[config.mk]
export PLATFORM = sky130hd
export DESIGN_NAME = mem_port_arbiter
export DESIGN_NICKNAME = d
export VERILOG_FILES = /design/src/rtl/mem_port_arbiter_pkg.sv /design/src/rtl/mem_port_arbiter_lat_timer.sv /design/src/rtl/mem_port_arbiter.sv
export SDC_FILE = /design/constraint.sdc
export NUM_CORES = 1
export LEC_CHECK = 0
export ABC_AREA = 1
export ABC_CLOCK_PERIOD_IN_PS = 5070
export CORE_MARGIN = 1
export CORE_UTILIZATION = 45
export DETAILED_ROUTE_END_ITERATION = 6
export PLACE_DENSITY_LB_ADDON = 0.1
export SKIP_CTS_REPAIR_TIMING = 1
export SLEW_MARGIN = 20
export SYNTH_ARGS = -nofsm -noshare
export SYNTH_HDL_FRONTEND = slang
export SYNTH_SLANG_ARGS = --single-unit
[constraint.sdc]
create_clock -name clk -period 5.07 [get_ports clk]
set_input_delay 0.507 -clock clk [delete_from_list [all_inputs] [get_ports clk]]
set_output_delay 0.507 -clock clk [all_outputs]
set_load 0.05 [all_outputs]
[src/rtl/mem_port_arbiter_pkg.sv]
// ============================================================================
// mem_port_arbiter_pkg: FSM state and owner encodings shared by the arbiter.
// Revision: 1.0
// ============================================================================
`default_nettype none

package mem_port_arbiter_pkg;

  typedef enum logic [1:0] {
    ST_IDLE   = 2'd0,
    ST_BUSY   = 2'd1,
    ST_DONE   = 2'd2,
    ST_UNUSED = 2'd3
  } arb_state_e;

  typedef enum logic {
    OWN_IF   = 1'b0,
    OWN_DATA = 1'b1
  } owner_e;

endpackage

`default_nettype wire

[src/rtl/mem_port_arbiter_lat_timer.sv]
// ============================================================================
// mem_lat_timer: loadable down-counter that flags when it reaches zero.
// Revision: 1.0
// ============================================================================
`default_nettype none

module mem_lat_timer #(
  parameter int W = 2
) (
  input  logic         clk,
  input  logic         rst,
  input  logic         load,
  input  logic [W-1:0] value,
  output logic         zero
);

  logic [W-1:0] cnt_q;
  logic [W-1:0] cnt_d;

  // Counter parks at zero until the next load.
  always_comb begin
    cnt_d = cnt_q;
    if (load) begin
      cnt_d = value;
    end else if (cnt_q != '0) begin
      cnt_d = cnt_q - W'(1);
    end
  end

  always_ff @(posedge clk or posedge rst) begin
    if (rst) begin
      cnt_q <= '0;
    end else begin
      cnt_q <= cnt_d;
    end
  end

  assign zero = (cnt_q == '0);

endmodule

`default_nettype wire

[src/rtl/mem_port_arbiter.sv]
// ============================================================================
// mem_port_arbiter: shares one fixed-latency memory between fetch and data.
// Optional FAIR_ARB_EN: alternate grants on contention instead of DATA priority.
// Revision: 1.0
// ============================================================================
`default_nettype none

module mem_port_arbiter
  import mem_port_arbiter_pkg::*;
#(
  parameter int ADDR_W  = 16,
  parameter int DATA_W  = 16,
  parameter int MEM_LAT = 2
) (
  input  logic              clk,
  input  logic              rst,
  input  logic              if_req,
  input  logic [ADDR_W-1:0] if_addr,
  output logic              if_ack,
  output logic [DATA_W-1:0] if_rdata,
  output logic              if_stall,
  input  logic              d_req,
  input  logic              d_we,
  input  logic [ADDR_W-1:0] d_addr,
  input  logic [DATA_W-1:0] d_wdata,
  output logic              d_ack,
  output logic [DATA_W-1:0] d_rdata,
  output logic              d_stall,
  output logic              mem_en,
  output logic              mem_we,
  output logic [ADDR_W-1:0] mem_addr,
  output logic [DATA_W-1:0] mem_wdata,
  input  logic [DATA_W-1:0] mem_rdata
);

  localparam int               CNT_W    = $clog2(MEM_LAT) + 1;
  localparam logic [CNT_W-1:0] LOAD_VAL = CNT_W'(MEM_LAT - 1);

  arb_state_e        state_q,    state_d;
  owner_e            owner_q,    owner_d;
  logic              we_q,       we_d;
  logic [ADDR_W-1:0] addr_q,     addr_d;
  logic [DATA_W-1:0] wdata_q,    wdata_d;
  logic [DATA_W-1:0] if_rdata_q, if_rdata_d;
  logic [DATA_W-1:0] d_rdata_q,  d_rdata_d;
  logic              timer_load;
  logic              cnt_zero;
  owner_e            grant_owner;

`ifdef FAIR_ARB_EN
  owner_e last_q, last_d;
`endif

  // DATA wins a tie by default; the fair build hands a tie to whoever was not served last.
  always_comb begin
    grant_owner = OWN_DATA;
    if (if_req && !d_req) begin
      grant_owner = OWN_IF;
`ifdef FAIR_ARB_EN
    end else if (if_req && d_req && (last_q == OWN_DATA)) begin
      grant_owner = OWN_IF;
`endif
    end
  end

  always_comb begin
    state_d    = state_q;
    owner_d    = owner_q;
    we_d       = we_q;
    addr_d     = addr_q;
    wdata_d    = wdata_q;
    if_rdata_d = if_rdata_q;
    d_rdata_d  = d_rdata_q;
    timer_load = 1'b0;
`ifdef FAIR_ARB_EN
    last_d     = last_q;
`endif
    case (state_q)
      ST_IDLE: begin
        if (if_req || d_req) begin
          state_d    = ST_BUSY;
          owner_d    = grant_owner;
          timer_load = 1'b1;
`ifdef FAIR_ARB_EN
          last_d     = grant_owner;
`endif
          if (grant_owner == OWN_DATA) begin
            addr_d  = d_addr;
            wdata_d = d_wdata;
            we_d    = d_we;
          end else begin
            addr_d  = if_addr;
            we_d    = 1'b0;
          end
        end
      end
      ST_BUSY: begin
        if (cnt_zero) begin
          state_d = ST_DONE;
          if (!we_q) begin
            if (owner_q == OWN_IF) begin
              if_rdata_d = mem_rdata;
            end else begin
              d_rdata_d = mem_rdata;
            end
          end
        end
      end
      ST_DONE: begin
        state_d = ST_IDLE;
      end
      default: begin
        state_d = ST_IDLE;
      end
    endcase
  end

  always_ff @(posedge clk or posedge rst) begin
    if (rst) begin
      state_q    <= ST_IDLE;
      owner_q    <= OWN_DATA;
      we_q       <= 1'b0;
      addr_q     <= '0;
      wdata_q    <= '0;
      if_rdata_q <= '0;
      d_rdata_q  <= '0;
    end else begin
      state_q    <= state_d;
      owner_q    <= owner_d;
      we_q       <= we_d;
      addr_q     <= addr_d;
      wdata_q    <= wdata_d;
      if_rdata_q <= if_rdata_d;
      d_rdata_q  <= d_rdata_d;
    end
  end

`ifdef FAIR_ARB_EN
  always_ff @(posedge clk or posedge rst) begin
    if (rst) begin
      last_q <= OWN_DATA;
    end else begin
      last_q <= last_d;
    end
  end
`endif

  mem_lat_timer #(
    .W (CNT_W)
  ) u_timer (
    .clk   (clk),
    .rst   (rst),
    .load  (timer_load),
    .value (LOAD_VAL),
    .zero  (cnt_zero)
  );

  assign mem_en    = (state_q == ST_BUSY);
  assign mem_we    = (state_q == ST_BUSY) && we_q;
  assign mem_addr  = addr_q;
  assign mem_wdata = wdata_q;
  assign if_ack    = (state_q == ST_DONE) && (owner_q == OWN_IF);
  assign d_ack     = (state_q == ST_DONE) && (owner_q == OWN_DATA);
  assign if_rdata  = if_rdata_q;
  assign d_rdata   = d_rdata_q;
  assign if_stall  = if_req && !if_ack;
  assign d_stall   = d_req && !d_ack;

endmodule

`default_nettype wire
==> impl_metrics.yaml <==
yosys:
  synth_area_leaders: "dfrtp_1 56%, nand2_1 24%, nand3_1 5.7%"
  synth_top_family_by_area: "simple AND/OR/NAND/NOR gates"
  synth_sequential_area_ratio_pct: 57.1
  synth_warnings: 0
  post_synth_and_or_nand_nor_area_fraction_pct: 36.2
  synthesis.nets: 444
  synth_area_um2: 3070
  muxShareOfSynthArea_pct: 0
  synth_seq_cells: 70
  synth-xor-area-share_pct: 0
  synth_cells: 374
  synthDominantAreaCellType: "dfrtp_1"
  synth_fa_ha_area_share_pct: 0.407
  synth_compound_area_share_pct: 1.26
  synth_top_area_share_pct: 56.2
  synth_cell_types: 20
  syn_area_per_cell_um2: 8.21
worst_hold_path:
  hold_path.class: "flop to flop"
  hold_depth: 2
sta:
  final_number_of_hold_violating_endpoints: 0
  max-slew-margin-rel_pct: 42.4
  final.period_utilization_pct: 60.3
  fin_tns_setup_ns: 0
  max_freq_ghz: 0.327
  min_period_ns: 3.06
  fin_worst_hold_slack_ns: 0.470
  grt_setup_unrepaired: "false"
  finClkSkew_ns: 0.0110
  slew_viols_final: 0
  final_setup_violations: 0
  timing_worst_slew_pin_value_ns: 0.864
detailed_routing:
  routed_wirelength_mm: 7.71
  vias_per_cell: 5.00
  detail_route.drc_violations: 0
  drtIter0Drc: 173
  vias: 2947
  avgRoutedWirePerCell_um: 13.1
  postRouteAntennaNets: 0
  detailedRoute.firstPassIterationCount: 7
floorplanning:
  rows: 29
  die_x_um: 84.6
  start_util_pct: 47.6
  core_area_um2: 6460
  top_level_ports: 139
  die_area_um2: 7160
  die_height_um: 84.6
layout:
  finalInstanceArea_um2: 4660
  final_nets: 577
  n_fill_cell: 516
  antenna_cells: 0
  area_delta_synth_final_pct: 51.8
  final-seq-area_um2: 1750
  layoutNonFillerInstCount: 589
  drive_above_1_share_pct: 5.66
  multiInputGateArea_um2: 1160
  finalCoreUtilization_pct: 72.2
critical_path:
  required_arrival_time_at_the_worst_endpoint_ns: 4.56
  startpoint_type: "flop"
  ff2ff_path_depth: 6
  criticalPathCategory: "flop to output pin"
  cp_data_arrival_time_ns: 2.55
  setup.worst_path.end_class: "output pin"
  worstPathMaxFanout: 20
global_route:
  grt_pass1_wl_mm: 13.0
  number_of_global_route_vias_before_repair: 2807
  global_route.usage.total_pct: 23.2
  grt_overflow: 0
  antenna_found_initial: 0
  grt_start_max_net_pins: 71
cts:
  cts_inserted_buffers: 9
  h-tree-depth: 3
  clock_tree.buffer_depth: 2
  clk_latency_ns: 0.34
  cts-root-buf: "clkbuf_8"
  clock_sinks: 70
  clkTransAtPathRegs_ns: 0.07
  tritoncts_clock_tree: "yes"
power_and_ir_drop:
  max-vdd-ir-drop_uv: 444
  powerDensity_nw_per_um2: 769
  p_leak_nw: 2.31
placed_design:
  post-place-cells: 573
  portBuffers: 138
  globalplace.congestion: 0.782
  dp_hpwl_mm: 5.38
  placed_cell_area_um2: 4460
status:
  result_of_the_run: "completed"
flow_run:
  max-cap-violations: 0
## metal layers
layer | track usage [%] | vias up | share of wire (%)
met5 | 0 | - | 0
li1 | - | 1444 | -
met4 | 10.9 | 0 | 2.1
met3 | 6.39 | 15 | 8.2
met1 | 29.5 | 1359 | 42
met2 | 37.0 | 129 | 48
## kinds of logic (layout without fill, tap and decap cells)
kind of cell	count (synthesis)	count (layout)
AO/OA/AOI/OAI	7	7
adder cells (fa/ha/maj)	1	1
buffers and inverters	32	170
flip-flops	70	70
AND/OR/NAND/NOR	264	264
## worst paths after layout
kind | from | endpoint | slack (ns)
max | state_q[0] | mem_we | 2.01
min in group asynchronous | rst | if_rdata[5] | 0.75
max reg2reg | u_timer.cnt_q[0] | d_rdata[6] | 2.90
min | d_rdata[3] | d_rdata[3] | 0.47
min reg2reg | d_rdata[3] | d_rdata[3] | 0.47
max in group asynchronous | rst | mem_addr[4] | 3.77
## critical path: stages (launching register included)
cell and delay [ns]:
dfrtp_1 0.38, inv_1 0.09, nor2_2 0.64, inv_1 0.15, nor2_1 0.13, clkdlybuf4s50_1 0.83
## per-stage QoR
step                power [W]  setup WS [ns]
global placement      0.00312           2.09
CTS                   0.00361           2.00
detailed placement    0.00315           2.05
global route          0.00379           1.88
floorplan             0.00245           2.80
finish                0.00358           2.01
## sequential cells by signal, summed over array words and instances, names as in the netlist
signal / count
u_timer.cnt_q: 2
d_rdata: 16
we_q: 1
state_q: 2
if_rdata: 16
owner_q: 1
mem_addr: 16
mem_wdata: 16
## cell type report
cell class,count,area share (%)
sequential,70,37.6
timing repair buffer,140,29.9
multi-input combinational,272,25.0
clock buffer,13,3.41
tap,77,2.07
inverter,14,1.13
clock inverter,3,0.912
## power breakdown
part	total [W]	leakage [nW]	switching, W	internal, W
Clock	0.000454	0.0996	0.000200	0.000254
Sequential	0.000999	0.856	0.000161	0.000839
Combinational	0.00213	1.35	0.00148	0.000654
Total	0.00358	2.31	0.00184	0.00175
## Yosys cell counts, drive strengths merged
master,instances
nand2,201
dfrtp,69
nand3,37
nand4,16
buf,15
inv,14
nor2,9
o21ai,7
clkbuf,3
dfstp,1
ha,1
or2,1
## placed cells by master, fill, tap and decap left out
master	instances
nand2_1	200
clkdlybuf4s50_1	138
dfrtp_1	69
nand3_1	35
nand4_1	16
inv_1	12
clkbuf_8	11
o21ai_0	6
nor2_2	5
nor2_1	4
inv_2	2
clkbuf_1	2
buf_4	2
nand2_2	1
o21ai_2	1
or2_2	1
nand3_4	1
nand3_2	1
ha_1	1
clkinvlp_4	1
clkinv_2	1
bufinv_16	1
dfstp_2	1
(Power assumes the default switching activity.)
